`src/rtl/stack_arbiter_if.sv`:
```
// Bundle of requester, status and RAM-side signals for stack_arbiter.
// Optional hwm signal exists only when STACK_ARBITER_HWM_EN is defined.
interface stack_arbiter_if #(
    parameter int DATA   = 32,
    parameter int ADDR_W = 16
);
    // Request/ack handshake: a requester raises req with op/wdata stable and
    // holds it until it samples ack=1 (a one-cycle pulse), then drops req on
    // that edge; req seen high in a later idle cycle is a new request.
    logic              req_a;
    logic [1:0]        op_a;
    logic [DATA-1:0]   wdata_a;
    logic              ack_a;
    logic [DATA-1:0]   rdata_a;

    logic              req_b;
    logic [1:0]        op_b;
    logic [DATA-1:0]   wdata_b;
    logic              ack_b;
    logic [DATA-1:0]   rdata_b;

    logic              err;

    logic              ram_we;
    logic [ADDR_W-1:0] ram_addr;
    logic [DATA-1:0]   ram_wdata;
    logic [DATA-1:0]   ram_rdata;

    logic [ADDR_W:0]   sp;
    logic              empty;
    logic              full;
`ifdef STACK_ARBITER_HWM_EN
    logic [ADDR_W:0]   hwm;
`endif

    modport slave (
        input  req_a, op_a, wdata_a,
        input  req_b, op_b, wdata_b,
        input  ram_rdata,
        output ack_a, rdata_a, ack_b, rdata_b, err,
        output ram_we, ram_addr, ram_wdata,
`ifdef STACK_ARBITER_HWM_EN
        output hwm,
`endif
        output sp, empty, full
    );

    modport master (
        output req_a, op_a, wdata_a,
        output req_b, op_b, wdata_b,
        output ram_rdata,
        input  ack_a, rdata_a, ack_b, rdata_b, err,
        input  ram_we, ram_addr, ram_wdata,
`ifdef STACK_ARBITER_HWM_EN
        input  hwm,
`endif
        input  sp, empty, full
    );
endinterface

```
`src/rtl/stack_arbiter.sv`:
```
// Two-port round-robin LIFO sequencer over a single-port, 1-cycle-latency RAM.
// Define STACK_ARBITER_HWM_EN to add the hwm (high-water mark) output.
module stack_arbiter #(
    parameter int DATA  = 32,
    parameter int DEPTH = 65536
) (
    input  logic             clk,
    input  logic             rst_n,
    stack_arbiter_if.slave   bus,
    output logic [2:0]       o_dbg_state
);
    localparam int ADDR_W = $clog2(DEPTH);

    localparam logic [1:0] OP_ILL  = 2'b00;
    localparam logic [1:0] OP_PUSH = 2'b01;
    localparam logic [1:0] OP_POP  = 2'b10;

    localparam logic [ADDR_W:0]   SP_MAX   = (ADDR_W+1)'(DEPTH);
    localparam logic [ADDR_W:0]   SP_ONE   = (ADDR_W+1)'(1);
    localparam logic [ADDR_W-1:0] ADDR_ONE = ADDR_W'(1);

    typedef enum logic [2:0] {
        S_IDLE  = 3'd0,
        S_WRITE = 3'd1,
        S_READ  = 3'd2,
        S_WAIT  = 3'd3,
        S_DONE  = 3'd4
    } state_t;

    state_t            r_state, w_state;
    logic [ADDR_W:0]   r_sp, w_sp;
    logic              r_empty, r_full;
    logic              r_last_b, w_last_b;
    logic              r_port_b, w_port_b;
    logic [1:0]        r_op, w_op;
    logic              r_err, w_err;
    logic              r_ack_a, w_ack_a;
    logic              r_ack_b, w_ack_b;
    logic              r_ram_we, w_ram_we;
    logic [ADDR_W-1:0] r_ram_addr, w_ram_addr;
    logic [DATA-1:0]   r_ram_wdata, w_ram_wdata;
    logic [DATA-1:0]   r_rdata_a, w_rdata_a;
    logic [DATA-1:0]   r_rdata_b, w_rdata_b;

    logic              w_req_any;
    logic              w_gnt_b;
    logic [1:0]        w_g_op;
    logic [DATA-1:0]   w_g_data;
    logic              w_reject;

    // B wins a tie only when A was granted last; r_last_b resets high so A wins first.
    always_comb begin
        w_req_any = bus.req_a | bus.req_b;
        w_gnt_b   = bus.req_b & (~bus.req_a | ~r_last_b);
        w_g_op    = w_gnt_b ? bus.op_b : bus.op_a;
        w_g_data  = w_gnt_b ? bus.wdata_b : bus.wdata_a;
        w_reject  = (w_g_op == OP_ILL)
                  | ((w_g_op == OP_PUSH) & r_full)
                  | ((w_g_op != OP_PUSH) & (w_g_op != OP_ILL) & r_empty);
    end

    always_comb begin
        w_state     = r_state;
        w_sp        = r_sp;
        w_last_b    = r_last_b;
        w_port_b    = r_port_b;
        w_op        = r_op;
        w_err       = 1'b0;
        w_ack_a     = 1'b0;
        w_ack_b     = 1'b0;
        w_ram_we    = 1'b0;
        w_ram_addr  = r_ram_addr;
        w_ram_wdata = r_ram_wdata;
        w_rdata_a   = r_rdata_a;
        w_rdata_b   = r_rdata_b;

        case (r_state)
            S_IDLE: begin
                if (w_req_any) begin
                    w_last_b = w_gnt_b;
                    w_port_b = w_gnt_b;
                    w_op     = w_g_op;
                    if (w_reject) begin
                        w_state = S_DONE;
                        w_err   = 1'b1;
                        w_ack_a = ~w_gnt_b;
                        w_ack_b = w_gnt_b;
                    end else if (w_g_op == OP_PUSH) begin
                        // RAM outputs are registered, so they are loaded on the grant edge
                        // and are live during WRITE/READ.
                        w_state     = S_WRITE;
                        w_ram_we    = 1'b1;
                        w_ram_addr  = r_sp[ADDR_W-1:0];
                        w_ram_wdata = w_g_data;
                    end else begin
                        w_state    = S_READ;
                        w_ram_addr = r_sp[ADDR_W-1:0] - ADDR_ONE;
                    end
                end
            end
            S_WRITE: begin
                w_sp    = r_sp + SP_ONE;
                w_state = S_DONE;
                w_ack_a = ~r_port_b;
                w_ack_b = r_port_b;
            end
            S_READ: begin
                if (r_op == OP_POP) begin
                    w_sp = r_sp - SP_ONE;
                end
                w_state = S_WAIT;
            end
            S_WAIT: begin
                if (r_port_b) begin
                    w_rdata_b = bus.ram_rdata;
                end else begin
                    w_rdata_a = bus.ram_rdata;
                end
                w_state = S_DONE;
                w_ack_a = ~r_port_b;
                w_ack_b = r_port_b;
            end
            S_DONE: begin
                w_state = S_IDLE;
            end
            default: begin
                w_state = S_IDLE;
            end
        endcase
    end

    always_ff @(posedge clk or negedge rst_n) begin
        if (!rst_n) begin
            r_state     <= S_IDLE;
            r_sp        <= '0;
            r_empty     <= 1'b1;
            r_full      <= 1'b0;
            r_last_b    <= 1'b1;
            r_port_b    <= 1'b0;
            r_op        <= OP_ILL;
            r_err       <= 1'b0;
            r_ack_a     <= 1'b0;
            r_ack_b     <= 1'b0;
            r_ram_we    <= 1'b0;
            r_ram_addr  <= '0;
            r_ram_wdata <= '0;
            r_rdata_a   <= '0;
            r_rdata_b   <= '0;
        end else begin
            r_state     <= w_state;
            r_sp        <= w_sp;
            r_empty     <= (w_sp == '0);
            r_full      <= (w_sp == SP_MAX);
            r_last_b    <= w_last_b;
            r_port_b    <= w_port_b;
            r_op        <= w_op;
            r_err       <= w_err;
            r_ack_a     <= w_ack_a;
            r_ack_b     <= w_ack_b;
            r_ram_we    <= w_ram_we;
            r_ram_addr  <= w_ram_addr;
            r_ram_wdata <= w_ram_wdata;
            r_rdata_a   <= w_rdata_a;
            r_rdata_b   <= w_rdata_b;
        end
    end

`ifdef STACK_ARBITER_HWM_EN
    logic [ADDR_W:0] r_hwm;

    always_ff @(posedge clk or negedge rst_n) begin
        if (!rst_n) begin
            r_hwm <= '0;
        end else if (w_sp > r_hwm) begin
            r_hwm <= w_sp;
        end
    end

    assign bus.hwm = r_hwm;
`endif

    assign bus.ack_a     = r_ack_a;
    assign bus.ack_b     = r_ack_b;
    assign bus.rdata_a   = r_rdata_a;
    assign bus.rdata_b   = r_rdata_b;
    assign bus.err       = r_err;
    assign bus.ram_we    = r_ram_we;
    assign bus.ram_addr  = r_ram_addr;
    assign bus.ram_wdata = r_ram_wdata;
    assign bus.sp        = r_sp;
    assign bus.empty     = r_empty;
    assign bus.full      = r_full;
    assign o_dbg_state   = r_state;
endmodule

```
`src/flat_wrapper.sv`:
```
// flat-port wrapper written by rule: the top's interface ports become plain ports
module stack_arbiter_flat 
#(
    parameter int DATA  = 32,
    parameter int DEPTH = 65536
)
  (clk, rst_n, o_dbg_state, bus_req_a, bus_op_a, bus_wdata_a, bus_req_b, bus_op_b, bus_wdata_b, bus_ram_rdata, bus_ack_a, bus_rdata_a, bus_ack_b, bus_rdata_b, bus_err, bus_ram_we, bus_ram_addr, bus_ram_wdata, bus_sp, bus_empty, bus_full);
  stack_arbiter_if #(.DATA(DATA), .ADDR_W(16)) bus_i ();
  input  logic clk;
  input  logic rst_n;
  output logic [2:0] o_dbg_state;
  input wire logic [$bits(bus_i.req_a)-1:0] bus_req_a;
  input wire logic [$bits(bus_i.op_a)-1:0] bus_op_a;
  input wire logic [$bits(bus_i.wdata_a)-1:0] bus_wdata_a;
  input wire logic [$bits(bus_i.req_b)-1:0] bus_req_b;
  input wire logic [$bits(bus_i.op_b)-1:0] bus_op_b;
  input wire logic [$bits(bus_i.wdata_b)-1:0] bus_wdata_b;
  input wire logic [$bits(bus_i.ram_rdata)-1:0] bus_ram_rdata;
  output wire logic [$bits(bus_i.ack_a)-1:0] bus_ack_a;
  output wire logic [$bits(bus_i.rdata_a)-1:0] bus_rdata_a;
  output wire logic [$bits(bus_i.ack_b)-1:0] bus_ack_b;
  output wire logic [$bits(bus_i.rdata_b)-1:0] bus_rdata_b;
  output wire logic [$bits(bus_i.err)-1:0] bus_err;
  output wire logic [$bits(bus_i.ram_we)-1:0] bus_ram_we;
  output wire logic [$bits(bus_i.ram_addr)-1:0] bus_ram_addr;
  output wire logic [$bits(bus_i.ram_wdata)-1:0] bus_ram_wdata;
  output wire logic [$bits(bus_i.sp)-1:0] bus_sp;
  output wire logic [$bits(bus_i.empty)-1:0] bus_empty;
  output wire logic [$bits(bus_i.full)-1:0] bus_full;
  assign bus_i.req_a = bus_req_a;
  assign bus_i.op_a = bus_op_a;
  assign bus_i.wdata_a = bus_wdata_a;
  assign bus_i.req_b = bus_req_b;
  assign bus_i.op_b = bus_op_b;
  assign bus_i.wdata_b = bus_wdata_b;
  assign bus_i.ram_rdata = bus_ram_rdata;
  assign bus_ack_a = bus_i.ack_a;
  assign bus_rdata_a = bus_i.rdata_a;
  assign bus_ack_b = bus_i.ack_b;
  assign bus_rdata_b = bus_i.rdata_b;
  assign bus_err = bus_i.err;
  assign bus_ram_we = bus_i.ram_we;
  assign bus_ram_addr = bus_i.ram_addr;
  assign bus_ram_wdata = bus_i.ram_wdata;
  assign bus_sp = bus_i.sp;
  assign bus_empty = bus_i.empty;
  assign bus_full = bus_i.full;
  stack_arbiter #(.DATA(DATA), .DEPTH(DEPTH)) u_core (.clk(clk), .rst_n(rst_n), .bus(bus_i), .o_dbg_state(o_dbg_state));
endmodule
```
`config.mk`:
```
export PLATFORM = sky130hd
export DESIGN_NAME = stack_arbiter_flat
export DESIGN_NICKNAME = d
export VERILOG_FILES = /design/src/rtl/stack_arbiter_if.sv /design/src/rtl/stack_arbiter.sv /design/src/flat_wrapper.sv
export SDC_FILE = /design/constraint.sdc
export NUM_CORES = 1
export LEC_CHECK = 0
export CORE_MARGIN = 2
export CORE_UTILIZATION = 45
export DETAILED_ROUTE_END_ITERATION = 12
export PLACE_DENSITY_LB_ADDON = 0.25
export SLEW_MARGIN = 10
export SYNTH_ARGS = -nofsm -noshare
export SYNTH_HDL_FRONTEND = slang
export SYNTH_SLANG_ARGS = --single-unit
```
`constraint.sdc`:
```
create_clock -name clk -period 3.29 [get_ports clk]
set_input_delay 0.4935 -clock clk [delete_from_list [all_inputs] [get_ports clk]]
set_output_delay 0.4935 -clock clk [all_outputs]
set_load 0.01 [all_outputs]
```
# ---- Yosys cells after proc, flatten, opt, wreduce, memory -nomap -nowiden
# Index checks and enable logic that the tools add are counted.
dict set report totals {
  regBits 142
  input_bits 104
  out_inout_bits 138
  wordCells 71
}
dict set report classes {
  add_sub_neg 3
  n_eq_ne 8
  muxes 22
  bitwise 13
  reduce_logical 10
}
# operator count
set op_table {}
lappend op_table {{17-bit case mux with 2 select lines} 1}
lappend op_table {{32-bit two-way mux} 1}
lappend op_table {{17-bit by 1-bit adder with 17-bit output, second input constant} 1}
lappend op_table {{17-bit == test, second input constant} 1}
lappend op_table {{17-bit logical NOT} 1}
lappend op_table {{17-bit two-way mux} 1}
lappend op_table {{17-bit by 1-bit subtractor with 17-bit output, second input constant} 1}
lappend op_table {{16-bit two-way mux} 1}
lappend op_table {{16-bit by 1-bit subtractor with 16-bit output, second input constant} 1}
lappend op_table {{1-bit two-way mux} 11}
lappend op_table {{3-bit case mux with 3 select lines} 1}
lappend op_table {{3-bit by 2-bit == test with 1-bit output, second input constant} 2}
lappend op_table {{3-bit two-way mux} 2}
lappend op_table {{2-bit AND reduction} 3}
lappend op_table {{1-bit NOT} 5}
lappend op_table {{1-bit bitwise AND} 4}
lappend op_table {{2-bit two-way mux} 2}
lappend op_table {{2-bit by 1-bit != test with 1-bit output, second input constant} 2}
lappend op_table {{1-bit bitwise OR} 4}
lappend op_table {{1-bit case mux with 2 select lines} 2}
lappend op_table {{4-bit AND reduction} 1}
lappend op_table {{3-bit by 1-bit == test with 1-bit output, second input constant} 1}
lappend op_table {{3-bit logical NOT} 1}
lappend op_table {{3-bit AND reduction} 1}
lappend op_table {{5 further kinds} 5}

# ---- Logic depth before layout (Yosys ltp)
dict set report depth {
  word_depth 11
  depth_mapped 10
  depth_no_buf 9
}

# ---- Worst setup path before layout
# No wires, ideal clock.
dict set report synth_path {
  path_type {flip-flop to flip-flop}
  from {register u_core.r_sp[0] (netlist: u_core.bus.sp[0])}
  to {register u_core.r_full (netlist: u_core.bus.full)}
  setup_ns 0.073
  t_arrival_ns 2.621
  t_required_ns 3.217
  path_slack_ns 0.596
  stages_incl_launch_ff 11
  path_buffers 1
  synth_period_minus_slack_ns 2.694
  path_cell_list {dfrtp_1 > clkbuf_1 > inv_1 > ha_1 > or4b_1 > or3_1 > a211o_1 > o32a_2 > nor4_2 > nand4_1 > nor2b_1}
}
dict set report synth_via {
  elab_chain_len 4
}
# item line
set synth_rtl {}
lappend synth_rtl {{start, declared} stack_arbiter.sv:31} ;# logic [ADDR_W:0] r_sp, w_sp;
lappend synth_rtl {{start signal, assigned} stack_arbiter.sv:151} ;# r_sp <= w_sp;
lappend synth_rtl {{17-bit by 1-bit subtractor with 17-bit output} stack_arbiter.sv:109} ;# w_sp = r_sp - SP_ONE;
lappend synth_rtl {{17-bit two-way mux} stack_arbiter.sv:108} ;# if (r_op == OP_POP) begin
lappend synth_rtl {{17-bit case mux with 2 select lines (*)} stack_arbiter.sv:77} ;# case (r_state)
lappend synth_rtl {{via u_core.w_sp[12]} stack_arbiter.sv:31}
lappend synth_rtl {{17-bit == test (*)} stack_arbiter.sv:153} ;# r_full <= (w_sp == SP_MAX);
lappend synth_rtl {{end signal, assigned} stack_arbiter.sv:153}
lappend synth_rtl {{end, declared} stack_arbiter.sv:32} ;# logic r_empty, r_full;
# Mark *: on every way through the listed nets, which the timed path passes. The rest lies on a longest branch.
# A chain may end at the register's enable or synchronous reset.

# ---- Worst setup path in the final report
# Ends and elaborated chain as after synthesis.

==> reports/qor.csv <==
stage,metric,value,unit
critical_path,worst-r2r-cell-count,9,
critical_path,startpoint_of_the_worst_setup_timing_path,u_core.bus.sp[0]$_DFF_PN0_,
critical_path,critical_path_arrival,3.33,ns
critical_path,critPathLaunchType,flip-flop,
synthesis,synthMostInstantiatedCell,dfrtp_1,
critical_path,path_buf_inv,1,
cells_and_area,final-seq-area,3560,um2
route,wl_per_cell,18.2,um
sta,report.final.slew_viol_count,0,
sta,setup_viol,0,
synthesis,syn_area,6570,um2
sta,worst_case_hold_slack,0.0911,ns
floorplan,core_ar,14400,um2
cts,clock_sinks,142,
place,gpl.final_weighted_congestion,0.934,
global_route,grt_remaining_overflow,0,
sta,finClkSkew,0.0102,ns
power,share_seq_of_total_power,0.345,
place,placed_cell_area,9140,um2
synthesis,edff_count_synth,0,
synthesis,syn-instance-count,586,
global_route,grt_pass1_vias,5617,
critical_path,critPathKind,reg2reg,
cts,cts_resized,0,
synthesis,synth.net_count,692,
critical_path,timing.critical_path.max_delay_family,simple AND/OR/NAND/NOR gates,
cts,cts_hold_buffers,0,
cts,cts-buffers-inserted,17,
floorplan,die_extent_in_x,125,um
floorplan,num_rows,44,
route,remaining_drc_errors,0,
cells_and_area,multi_input_area,2800,um2
sta,final_min_period_over_clock_period,0.904,
global_route,grtUsageTotal,0.243,
floorplan,dieArea,15600,um2
place,dp_hpwl,13500,um
place,pre_cts_ws,0.342,ns
cts,clk_transition_reported_paths,0.06,ns
global_route,grt_start_max_net_pins,81,
synthesis,synth.largest_area_cell,dfrtp_1,
cts,cts_root_buf,clkbuf_16,
synthesis,synthesis.area_per_instance,11.2,um2
floorplan,die_y,125,um
critical_path,timing.rr.end,u_core.bus.full$_DFF_PN0_,
synthesis,synthArstFlopShare,1.00,
synthesis,ys_types,63,
cts,worst_skew_pair_later_pin_latency,0.43,ns
power,p_leak,4.10,nW
outcome,status,completed,
cts,post-cts-setup-buffers,0,
critical_path,worstSetupEndpointType,flip-flop,
critical_path,crit_path_max_incr_delay,0.53,ns
route,drt-pass1-iter-count,4,
route,route.detailed.vias_per_inst,5.36,
cts,clock_tree.buffer_depth,2,
power,switching_share,0.346,
sta,achievable-frequency,0.336,GHz
critical_path,timing.critical_path.slowest_stage_cell,dfrtp_1,
global_route,grt_antenna_before_repair,0,
critical_path,path_max_fanout,11,
synthesis,synth_seq_area_share,0.541,
critical_path,critical_path.reg2reg.startpoint,u_core.bus.sp[0]$_DFF_PN0_,
global_route,grt_pass1_wl,29800,um
cells_and_area,layout-drive-gt1-share,0.149,
cells_and_area,flow.area_growth_from_synthesis,48.9,%
synthesis,netlist_top_cells_count,"dfrtp_1, mux2_2, nand2_1, o21ai_0, mux2i_1",
power,p_switching,0.00330,W
power,intPower,0.00624,W
sta,max-slew-margin-rel,0.364,
job,maxCapViolCount,0,
synthesis,synth-main-ff-cell,dfrtp_1,
sta,hold_viol,0,
sta,setup-tns-final,0,ns
power,max-vdd-ir-drop,0.460,mV
route,detail_route.wirelength,18500,um
route,route.antenna.remaining_nets,0,
synthesis,ys_warn_count,0,
route,dr_total_vias,5455,
floorplan,start_util,0.456,
cells_and_area,antenna_cells_inserted,0,
sta,rsz_0062_raised_after_global_routing,no,
sta,final.min_clock_period,2.97,ns
critical_path,r2r_setup_slack,0.32,ns
sta,post-route-worst-setup-slack,0.316,ns
critical_path,worstPathCellList,"inv_1, ha_1, or4b_1, or3_1, a211o_1, o32a_2, nor4_2, nand4_1, nor2b_1",
cells_and_area,fill_cells,1134,
cells_and_area,finish.instance_area,9790,um2
route,detailed_route_iter0_violations,310,
power,power_density,974,nW/um2
power,comb_power_share,0.435,
critical_path,data_required_time_at_the_worst_endpoint,3.64,ns
min_path,worstHoldPathType,in2async,
power,power.share.clock,0.220,
place,port-buffer-count,241,
cts,tritoncts,done,
cts,h-tree-depth,4,
floorplan,top_level_ports,242,
synthesis,yosys_register_bits,142,
synthesis,synth_area_leaders,"dfrtp_1, mux2_2, mux2i_1",
synthesis,yosys.area.top_type_share,0.533,
cells_and_area,num-nets-final,926,
sta,tightest_slew,0.951,ns
==> how the worst max path moves through the flow <==
stage	end	slack, ns	cells past startpoint
floorplan	u_core.bus.full$_DFF_PN0_	0.60	10
global route	u_core.bus.full$_DFF_PN0_	0.18	9
CTS	u_core.bus.full$_DFF_PN0_	0.32	9
global placement	u_core.bus.full$_DFF_PN0_	0.33	9
detailed placement	u_core.bus.full$_DFF_PN0_	0.34	9
finish	u_core.bus.full$_DFF_PN0_	0.32	9
==> routing by layer <==
| layer | vias up | global-route usage | part of all wire |
|---|---|---|---|
| li1 | 2544 | - | - |
| met1 | 2651 | 0.295 | 0.40 |
| met2 | 227 | 0.409 | 0.50 |
| met3 | 33 | 0.0709 | 0.071 |
| met4 | 0 | 0.0987 | 0.027 |
| met5 | - | 0 | 0 |
==> worst reg2reg max path, cell delays in order, from the launching register on <==
cell and delay, ns:
dfrtp_1 0.53, inv_1 0.14, ha_1 0.25, or4b_1 0.49, or3_1 0.37, a211o_1 0.30
o32a_2 0.22, nor4_2 0.29, nand4_1 0.18, nor2b_1 0.14
==> cells in the final DEF (no fill, tap or decap), types with 9 or more instances in the layout <==
cell type,netlist,final
a21oi_1,9,9
clkbuf_16,0,17
xnor2_1,19,19
buf_4,2,12
nor3_1,15,15
dfrtp_1,140,140
nor2_1,33,32
mux2i_1,36,36
o21ai_0,56,56
nor4_1,9,9
clkdlybuf4s50_1,0,240
nand2_1,61,61
mux2_2,64,64
==> layout make-up <==
cell class                 instances  share of cell area
tap                              184              0.0235
sequential                       142               0.363
multi-input combinational        399               0.286
clock inverter                    13              0.0202
timing repair buffer             254               0.258
clock buffer                      19              0.0463
inverter                           6             0.00230
==> stage by stage <==
| step | total power [W] | cells | utilization |
|---|---|---|---|
| detailed placement | 0.00746 | 985 | 0.633 |
| global route | 0.0101 | 1017 | 0.678 |
| global placement | 0.00731 | 985 | 0.633 |
| finish | 0.00953 | 1017 | 0.678 |
| CTS | 0.00960 | 1017 | 0.678 |
| floorplan | 0.00516 | 586 | - |
==> flip-flops by register name, indices dropped and copies added (netlist names) <==
name                  cells
u_core.r_port_b           1
u_core.bus.ram_we         1
u_core.bus.empty          1
u_core.bus.sp            17
u_core.bus.ram_addr      16
u_core.bus.ack_b          1
u_core.o_dbg_state        3
u_core.bus.rdata_b       32
u_core.bus.full           1
u_core.bus.ack_a          1
u_core.bus.rdata_a       32
u_core.bus.err            1
u_core.r_last_b           1
u_core.r_op               2
u_core.bus.ram_wdata     32
==> cells by family after synthesis <==
| family | count (synthesis) | synth area share |
|---|---|---|
| AO/OA/AOI/OAI | 94 | 0.0853 |
| XOR/XNOR | 24 | 0.0320 |
| adder cells (fa/ha/maj) | 2 | 0.00381 |
| buffers and inverters | 45 | 0.0354 |
| flip-flops | 142 | 0.541 |
| multiplexers | 100 | 0.164 |
| AND/OR/NAND/NOR | 179 | 0.138 |
==> power by group through the flow <==
stage / clock network (W) / logic [W] / registers, W
after floorplan: 0 / 0.00173 / 0.00343
after global placement: 0 / 0.00407 / 0.00325
after detailed placement: 0 / 0.00415 / 0.00330
after CTS: 0.00213 / 0.00418 / 0.00329
after global routing: 0.00222 / 0.00445 / 0.00342
final: 0.00209 / 0.00415 / 0.00329
Note: power is estimated with default switching activity, not from simulation.
